--- config.mk ---
export PLATFORM = sky130hd
export DESIGN_NAME = core_sequencer
export DESIGN_NICKNAME = d
export VERILOG_FILES = /design/src/rtl/core_seq_pkg.sv /design/src/rtl/core_acc_addr_gen.sv /design/src/rtl/core_sequencer.sv
export SDC_FILE = /design/constraint.sdc
export NUM_CORES = 1
export LEC_CHECK = 0
export CAP_MARGIN = 20
export CORE_MARGIN = 4
export CORE_UTILIZATION = 62
export CTS_CLUSTER_DIAMETER = 80
export CTS_CLUSTER_SIZE = 20
export DETAILED_ROUTE_END_ITERATION = 8
export PLACE_DENSITY = 0.86
export SLEW_MARGIN = 20
export SYNTH_ARGS = -nofsm -noshare
export SYNTH_HDL_FRONTEND = slang
export SYNTH_HIERARCHICAL = 1
export SYNTH_SLANG_ARGS = --single-unit
--- constraint.sdc ---
create_clock -name clk -period 5.5 [get_ports clk]
set_input_delay 0.55 -clock clk [delete_from_list [all_inputs] [get_ports clk]]
set_output_delay 0.55 -clock clk [all_outputs]
set_load 0.02 [all_outputs]
--- src/rtl/core_seq_pkg.sv ---
// Shared types and constants for the core sequencer: FSM states, inst bus
// field positions, idle instruction word and xmem weight base address.
package core_seq_pkg;

    typedef enum logic [3:0] {
        IDLE, W_L0, W_LOAD, W_GAP, X_L0, EXEC, DRAIN, P_WR, ACC, DONE
    } state_t;

    localparam int INST_W = 34;
    localparam int ADDR_W = 11;

    localparam int INST_ACC      = 33;
    localparam int INST_CEN_P    = 32;
    localparam int INST_WEN_P    = 31;
    localparam int INST_AP_LSB   = 20;
    localparam int INST_CEN_X    = 19;
    localparam int INST_WEN_X    = 18;
    localparam int INST_AX_LSB   = 7;
    localparam int INST_OFIFO_RD = 6;
    localparam int INST_IFIFO_WR = 5;
    localparam int INST_IFIFO_RD = 4;
    localparam int INST_L0_RD    = 3;
    localparam int INST_L0_WR    = 2;
    localparam int INST_EXEC     = 1;
    localparam int INST_LOAD     = 0;

    // Both SRAMs deselected (CEN/WEN high), every strobe low.
    localparam logic [INST_W-1:0] IDLE_INST  = 34'h1800C0000;
    localparam logic [ADDR_W-1:0] XMEM_WBASE = 11'h400;

    // Kernel is 3x3: kernel position k = ki*KDIM + kj.
    localparam int KDIM = 3;

endpackage

--- src/rtl/core_acc_addr_gen.sv ---
// Psum read address generator for the ACC phase: walks outputs (r,c) in raster
// order and, per output, kernel positions (ki,kj) over the stored psum planes.
module core_acc_addr_gen
    import core_seq_pkg::*;
#(
    parameter int LEN_NIJ = 64,
    parameter int LEN_KIJ = 9,
    parameter int I_W     = 8,
    parameter int O_W     = 6
) (
    input  logic              clk,
    input  logic              reset,
    input  logic              active,
    input  logic [31:0]       step,
    output logic [ADDR_W-1:0] addr,
    output logic              last
);
    localparam int CW = 8;

    logic [CW-1:0] r, c, ki, kj;
    logic [CW-1:0] r_n, c_n, ki_n, kj_n;
    logic          active_q;
    logic [31:0]   k_n;

    // Counters are computed for the step the sequencer is about to enter, so the
    // address lines up with an inst word that is registered from next-state.
    always_comb begin
        r_n  = r;
        c_n  = c;
        ki_n = ki;
        kj_n = kj;
        if (!active) begin
            r_n  = '0;
            c_n  = '0;
            ki_n = '0;
            kj_n = '0;
        end else if (active_q && step == 0) begin
            ki_n = '0;
            kj_n = '0;
            if (c == CW'(O_W - 1)) begin
                c_n = '0;
                r_n = r + 1'b1;
            end else begin
                c_n = c + 1'b1;
            end
        end else if (step <= 1) begin
            ki_n = '0;
            kj_n = '0;
        end else if (step <= LEN_KIJ) begin
            if (kj == CW'(KDIM - 1)) begin
                kj_n = '0;
                ki_n = ki + 1'b1;
            end else begin
                kj_n = kj + 1'b1;
            end
        end
    end

    always_ff @(posedge clk) begin
        if (reset) begin
            r        <= '0;
            c        <= '0;
            ki       <= '0;
            kj       <= '0;
            active_q <= 1'b0;
        end else begin
            r        <= r_n;
            c        <= c_n;
            ki       <= ki_n;
            kj       <= kj_n;
            active_q <= active;
        end
    end

    assign k_n  = 32'(ki_n) * KDIM + 32'(kj_n);
    assign addr = ADDR_W'(k_n * LEN_NIJ + (32'(r_n) + 32'(ki_n)) * I_W + 32'(c_n) + 32'(kj_n));
    assign last = (r == CW'(O_W - 1)) && (c == CW'(O_W - 1));

endmodule

--- src/rtl/core_sequencer.sv ---
// Layer-run sequencer: drives the registered core instruction bus through weight
// load, input load, execute, drain and psum write per kij. Define CORE_SEQ_ACC_EN for ACC.
module core_sequencer
    import core_seq_pkg::*;
#(
    parameter int COL     = 8,
    parameter int LEN_NIJ = 64,
    parameter int LEN_KIJ = 9,
    parameter int I_W     = 8,
    parameter int O_W     = 6,
    parameter int GAP     = 10
) (
    input  logic              clk,
    input  logic              reset,
    input  logic              start,
    input  logic              ofifo_valid,
    output logic [INST_W-1:0] inst,
    output logic              busy,
    output logic              done,
    output logic              acc_clr,
    output logic              out_strobe
);
    localparam int KW = (LEN_KIJ > 1) ? $clog2(LEN_KIJ) : 1;

    if (COL < 1 || GAP < 1 || I_W < O_W + KDIM - 1 || LEN_NIJ < I_W * I_W) begin : g_cfg_err
        $error("core_sequencer: inconsistent tile/kernel/timing parameters");
    end

    state_t            state, state_n;
    logic [31:0]       t, t_n;
    logic [KW-1:0]     kij, kij_n;
    logic [INST_W-1:0] inst_n;

`ifdef CORE_SEQ_ACC_EN
    logic              clr_n, strobe_n;
    logic [ADDR_W-1:0] acc_addr;
    logic              acc_last;

    core_acc_addr_gen #(
        .LEN_NIJ(LEN_NIJ),
        .LEN_KIJ(LEN_KIJ),
        .I_W    (I_W),
        .O_W    (O_W)
    ) u_acc_addr_gen (
        .clk   (clk),
        .reset (reset),
        .active(state_n == ACC),
        .step  (t_n),
        .addr  (acc_addr),
        .last  (acc_last)
    );
`endif

    always_comb begin
        state_n = state;
        t_n     = t + 1;
        kij_n   = kij;
        case (state)
            IDLE: begin
                t_n = '0;
                if (start) begin
                    state_n = W_L0;
                    kij_n   = '0;
                end
            end
            W_L0:   if (t == COL)         begin state_n = W_LOAD; t_n = '0; end
            W_LOAD: if (t == 2 * COL - 1) begin state_n = W_GAP;  t_n = '0; end
            W_GAP:  if (t == GAP - 1)     begin state_n = X_L0;   t_n = '0; end
            X_L0:   if (t == LEN_NIJ)     begin state_n = EXEC;   t_n = '0; end
            EXEC:   if (t == LEN_NIJ - 1) begin state_n = DRAIN;  t_n = '0; end
            DRAIN: begin
                t_n = '0;
                if (ofifo_valid) state_n = P_WR;
            end
            P_WR: begin
                if (t == LEN_NIJ) begin
                    t_n = '0;
                    if (kij < KW'(LEN_KIJ - 1)) begin
                        kij_n   = kij + 1'b1;
                        state_n = W_L0;
                    end else begin
`ifdef CORE_SEQ_ACC_EN
                        state_n = ACC;
`else
                        state_n = DONE;
`endif
                    end
                end
            end
`ifdef CORE_SEQ_ACC_EN
            ACC: begin
                if (t == LEN_KIJ + 2) begin
                    t_n = '0;
                    if (acc_last) state_n = DONE;
                end
            end
`endif
            DONE: begin
                state_n = IDLE;
                t_n     = '0;
            end
            default: begin
                state_n = IDLE;
                t_n     = '0;
            end
        endcase
    end

    // Decode from next-state so inst is a plain register aligned with state.
    always_comb begin
        inst_n                = IDLE_INST;
        inst_n[INST_IFIFO_WR] = 1'b0;
        inst_n[INST_IFIFO_RD] = 1'b0;
`ifdef CORE_SEQ_ACC_EN
        clr_n    = 1'b0;
        strobe_n = 1'b0;
`endif
        case (state_n)
            W_L0: begin
                if (t_n < COL) begin
                    inst_n[INST_CEN_X]              = 1'b0;
                    inst_n[INST_WEN_X]              = 1'b1;
                    inst_n[INST_AX_LSB +: ADDR_W]   = ADDR_W'(32'(XMEM_WBASE) + 32'(kij_n) * COL + t_n);
                end
                if (t_n != 0) inst_n[INST_L0_WR] = 1'b1;
            end
            W_LOAD: begin
                inst_n[INST_L0_RD] = 1'b1;
                inst_n[INST_LOAD]  = 1'b1;
            end
            X_L0: begin
                if (t_n < LEN_NIJ) begin
                    inst_n[INST_CEN_X]            = 1'b0;
                    inst_n[INST_WEN_X]            = 1'b1;
                    inst_n[INST_AX_LSB +: ADDR_W] = ADDR_W'(t_n);
                end
                if (t_n != 0) inst_n[INST_L0_WR] = 1'b1;
            end
            EXEC: begin
                inst_n[INST_L0_RD] = 1'b1;
                inst_n[INST_EXEC]  = 1'b1;
            end
            P_WR: begin
                if (t_n < LEN_NIJ) inst_n[INST_OFIFO_RD] = 1'b1;
                if (t_n != 0) begin
                    inst_n[INST_CEN_P]            = 1'b0;
                    inst_n[INST_WEN_P]            = 1'b0;
                    inst_n[INST_AP_LSB +: ADDR_W] = ADDR_W'(32'(kij_n) * LEN_NIJ + t_n - 1);
                end
            end
`ifdef CORE_SEQ_ACC_EN
            ACC: begin
                if (t_n == 0) clr_n = 1'b1;
                if (t_n >= 1 && t_n <= LEN_KIJ) begin
                    inst_n[INST_CEN_P]            = 1'b0;
                    inst_n[INST_WEN_P]            = 1'b1;
                    inst_n[INST_AP_LSB +: ADDR_W] = acc_addr;
                end
                // psum data arrives one cycle after the read address
                if (t_n >= 2 && t_n <= LEN_KIJ + 1) inst_n[INST_ACC] = 1'b1;
                if (t_n == LEN_KIJ + 2) strobe_n = 1'b1;
            end
`endif
            default: ;
        endcase
    end

    always_ff @(posedge clk) begin
        if (reset) begin
            state <= IDLE;
            t     <= '0;
            kij   <= '0;
            inst  <= IDLE_INST;
        end else begin
            state <= state_n;
            t     <= t_n;
            kij   <= kij_n;
            inst  <= inst_n;
        end
    end

`ifdef CORE_SEQ_ACC_EN
    always_ff @(posedge clk) begin
        if (reset) begin
            acc_clr    <= 1'b0;
            out_strobe <= 1'b0;
        end else begin
            acc_clr    <= clr_n;
            out_strobe <= strobe_n;
        end
    end
`else
    assign acc_clr    = 1'b0;
    assign out_strobe = 1'b0;
`endif

    assign busy = (state != IDLE);
    assign done = (state == DONE);

endmodule

==> key figures <==
Logic synthesis
  • Asr flop ratio synth: 0%
  • Synth cell types: 66
  • Synth top cells by count: dfxtp_1 (69), nor2_1 (68), nand2_1 (39), xor2_1 (27), ha_1 (24)
  • Number of flops mapped to enable cells by yosys: 0
  • Synthesized area per cell: 8.39 sq um
  • Cell accounting for the most synthesized area: dfxtp_1
  • Synth top area share: 32.7%
  • Synthesized area: 4230 sq um
  • Largest cells by area after synthesis: dfxtp_1 (33%), ha_1 (7.1%), nor2_1 (6.0%)
  • Syn Inst Count: a little over 500
  • Predominant post-synthesis flop cell: dfxtp_1
  • Most numerous cell in the Yosys netlist: dfxtp_1
  • Number of synthesized register bits: 69
  • Sequential fraction of the synthesis area: 32.7%
  • Synthesis Warnings: 6

Global route
  • Vias in the first global route: 3413
  • Congestion Overflow GR: 0
  • Antenna violations before repair: 0
  • Global Route Usage Sum: 25.7%
  • Largest net degree at the start of global routing: 23
  • First-pass GRT wire length: approximately 17 mm

Cells and area
  • Layout area overhead: 12.4%
  • Antenna diode instance count: 0
  • Total Nets Final: 555
  • Post-route insts no fill: 607
  • Share of cells above drive strength 1: between 7 and 8%
  • Fillers: 470
  • Finished Cell Area: between 4000 and 5000 sq um

Clocking
  • Num CTS Buffers: 9
  • Cts repair resizes: 0
  • Post-CTS setup buffer count: 0
  • Hold Buf Count CTS: 0
  • H-tree Lvls: 3
  • Root Buffer: clkbuf_8
  • Skew-Pair Late Insertion Delay: around 0.36 ns
  • CTS max path bufs: 2
  • CTS tree: done
  • Clk slew on worst S/H paths: 0.08 ns
  • Clock tree sinks: 69

Power and ir drop
  • Total power draw: around 0.0010 W
  • Net Switching: 0.000250 W
  • Cell Pwr Density: 221 nW/um^2
  • Net Sw Frac: 23.8%
  • Comb pwr share: 6.9%
  • Worst vdd rail ir drop: 0.156 mV
  • Share of power burned in registers: 48.4%
  • Leak: approximately 2.0 nW
  • Total internal power: 0.000798 W
  • Clk pwr share: 44.7%

Critical path
  • Worst reg2reg startpoint: t[0]
  • Crit path launch type: register
  • CP max FO: 10
  • Critical path class: register to register
  • Worst endpoint required time: 5.72 ns
  • Data arrival, critical path: 4.59 ns
  • CP endpoint kind: register
  • Critical path origin: t[0]

Timing
  • Tightest Pin Transition: between 0.8 and 0.9 ns
  • Worst relative slew slack: 46.1%
  • Unrepaired setup endpoints after global routing: false
  • Fin Clk Skew: 0.0113 ns
  • F_max: between 0.2 and 0.25 GHz
  • Fin. Hold Viols: 0
  • Worst Setup Slack, final: ~1.1 ns
  • Minimum clock period: 4.37 ns
  • Final Cycle Share: around 79%
  • Fin Setup TNS: 0 ns
  • Max-slew violations: 0
  • Setup violators final: 0

Placement
  • Dpl cell area: 4530 sq um
  • Placed Instances: 591
  • Gpl congestion: 1.00
  • Pre-CTS WS: 1.26 ns
  • Port bufs: 35
  • Dpl hpwl: 7.43 mm

Min path
  • Class of the worst hold path: register to register
  • Hold_sp: kij[3]

Drt
  • DRT Pass-1 Iters: 5
  • Routed length per instance: roughly 17 microns
  • Remaining antenna violation count: 0
  • DRC: 0
  • Routed Wire Length: 10.2 mm
  • Total number of vias: 3671
  • Via density: 6.05
  • Initial drt markers: ~330

Floorplanning
  • Die footprint: 8200 sq um
  • # rows: 29
  • Die Width: 90.6 microns
  • I/O pin count: 42
  • Core area: 6490 sq um
  • Die Span Y: 90.6 microns
  • Initial Util: approximately two thirds

Outcome
  • Outcome: finished clean

Flow run
  • Maximum Capacitance Violations: 0
==> through the flow <==
stage	util (%)	hold WS [ns]
2_1_floorplan	-	0.499
4_1_cts	73.2	0.585
3_3_place_gp	69.7	0.558
5_1_grt	73.2	0.611
6_report	73.2	0.583
3_5_place_dp	69.7	0.558
==> worst max-delay path, stage by stage (launching register included) <==
cell	delay (ns)
dfxtp_1	0.45
ha_1	0.25
nand3_2	0.17
or4_1	0.55
a32oi_1	0.33
and3_1	0.43
or2_2	0.22
inv_1	0.06
ha_1	0.22
fa_1	0.43
a21o_1	0.19
a21oi_1	0.22
o21bai_1	0.10
a21oi_1	0.22
o21ai_0	0.14
xor2_1	0.15
nand2_1	0.07
nor2_1	0.04
==> power groups by stage <==
stage | combinational, W | sequential [W] | clock [W]
global route | 0.0000789 | 0.000508 | 0.000499
finish | 0.0000723 | 0.000507 | 0.000469
detailed placement | 0.0000699 | 0.000519 | 0
CTS | 0.0000716 | 0.000507 | 0.000477
global placement | 0.0000686 | 0.000519 | 0
floorplan | 0.0000544 | 0.000520 | 0
==> final timing paths <==
kind	to	slack [ns]	depth (start not counted)
max	inst[29]	1.13	17
min	state[3]	0.58	1
max reg2reg	inst[29]	1.13	17
min reg2reg	state[3]	0.58	1
==> cell families (layout without fill, tap and decap cells) <==
| family | Yosys count | in the layout | synth area share (%) |
|---|---|---|---|
| other | 2 | 8 | 0.178 |
| multiplexers | 2 | 2 | 0.503 |
| XOR/XNOR | 49 | 49 | 10.2 |
| buffers and inverters | 53 | 73 | 5.95 |
| AO/OA/AOI/OAI | 68 | 68 | 12.6 |
| flip-flops | 69 | 69 | 32.7 |
| adder cells (fa/ha/maj) | 26 | 26 | 8.05 |
| AND/OR/NAND/NOR | 235 | 235 | 29.9 |
==> registers in the layout, summed over array words and instances, names as in the netlist <==
signal and flops:
kij 4, t 32, state 4, inst 29
==> per-layer routing <==
layer,up-vias,global-route usage [%],share of wire (%)
li1,1779,-,-
met1,1708,34.0,44
met2,167,41.3,46
met3,17,5.67,7.7
met4,0,8.55,1.9
met5,-,0,0
==> area by class of cell <==
| type | count | area [sq um] | area share (%) |
|---|---|---|---|
| Inverter | 22 | 82.6 | 1.74 |
| Clock buffer | 10 | 138 | 2.90 |
| Clock inverter | 6 | 86.3 | 1.82 |
| Sequential cell | 69 | 1380 | 29.1 |
| Timing Repair Buffer | 35 | 350 | 7.37 |
| Tap cell | 77 | 96.3 | 2.03 |
| Multi-Input combinational cell | 388 | 2620 | 55.1 |
==> cell usage in the layout (no fill, tap or decap), types with 12 or more instances in the layout <==
| cell | n |
|---|---|
| a21oi_1 | 14 |
| and2_1 | 14 |
| clkdlybuf4s50_1 | 35 |
| dfxtp_1 | 69 |
| ha_1 | 24 |
| inv_1 | 22 |
| nand2_1 | 39 |
| nand3_1 | 22 |
| nand4_1 | 13 |
| nor2_1 | 68 |
| nor3_1 | 12 |
| xnor2_1 | 22 |
| xor2_1 | 27 |
(Power assumes the default switching activity.)
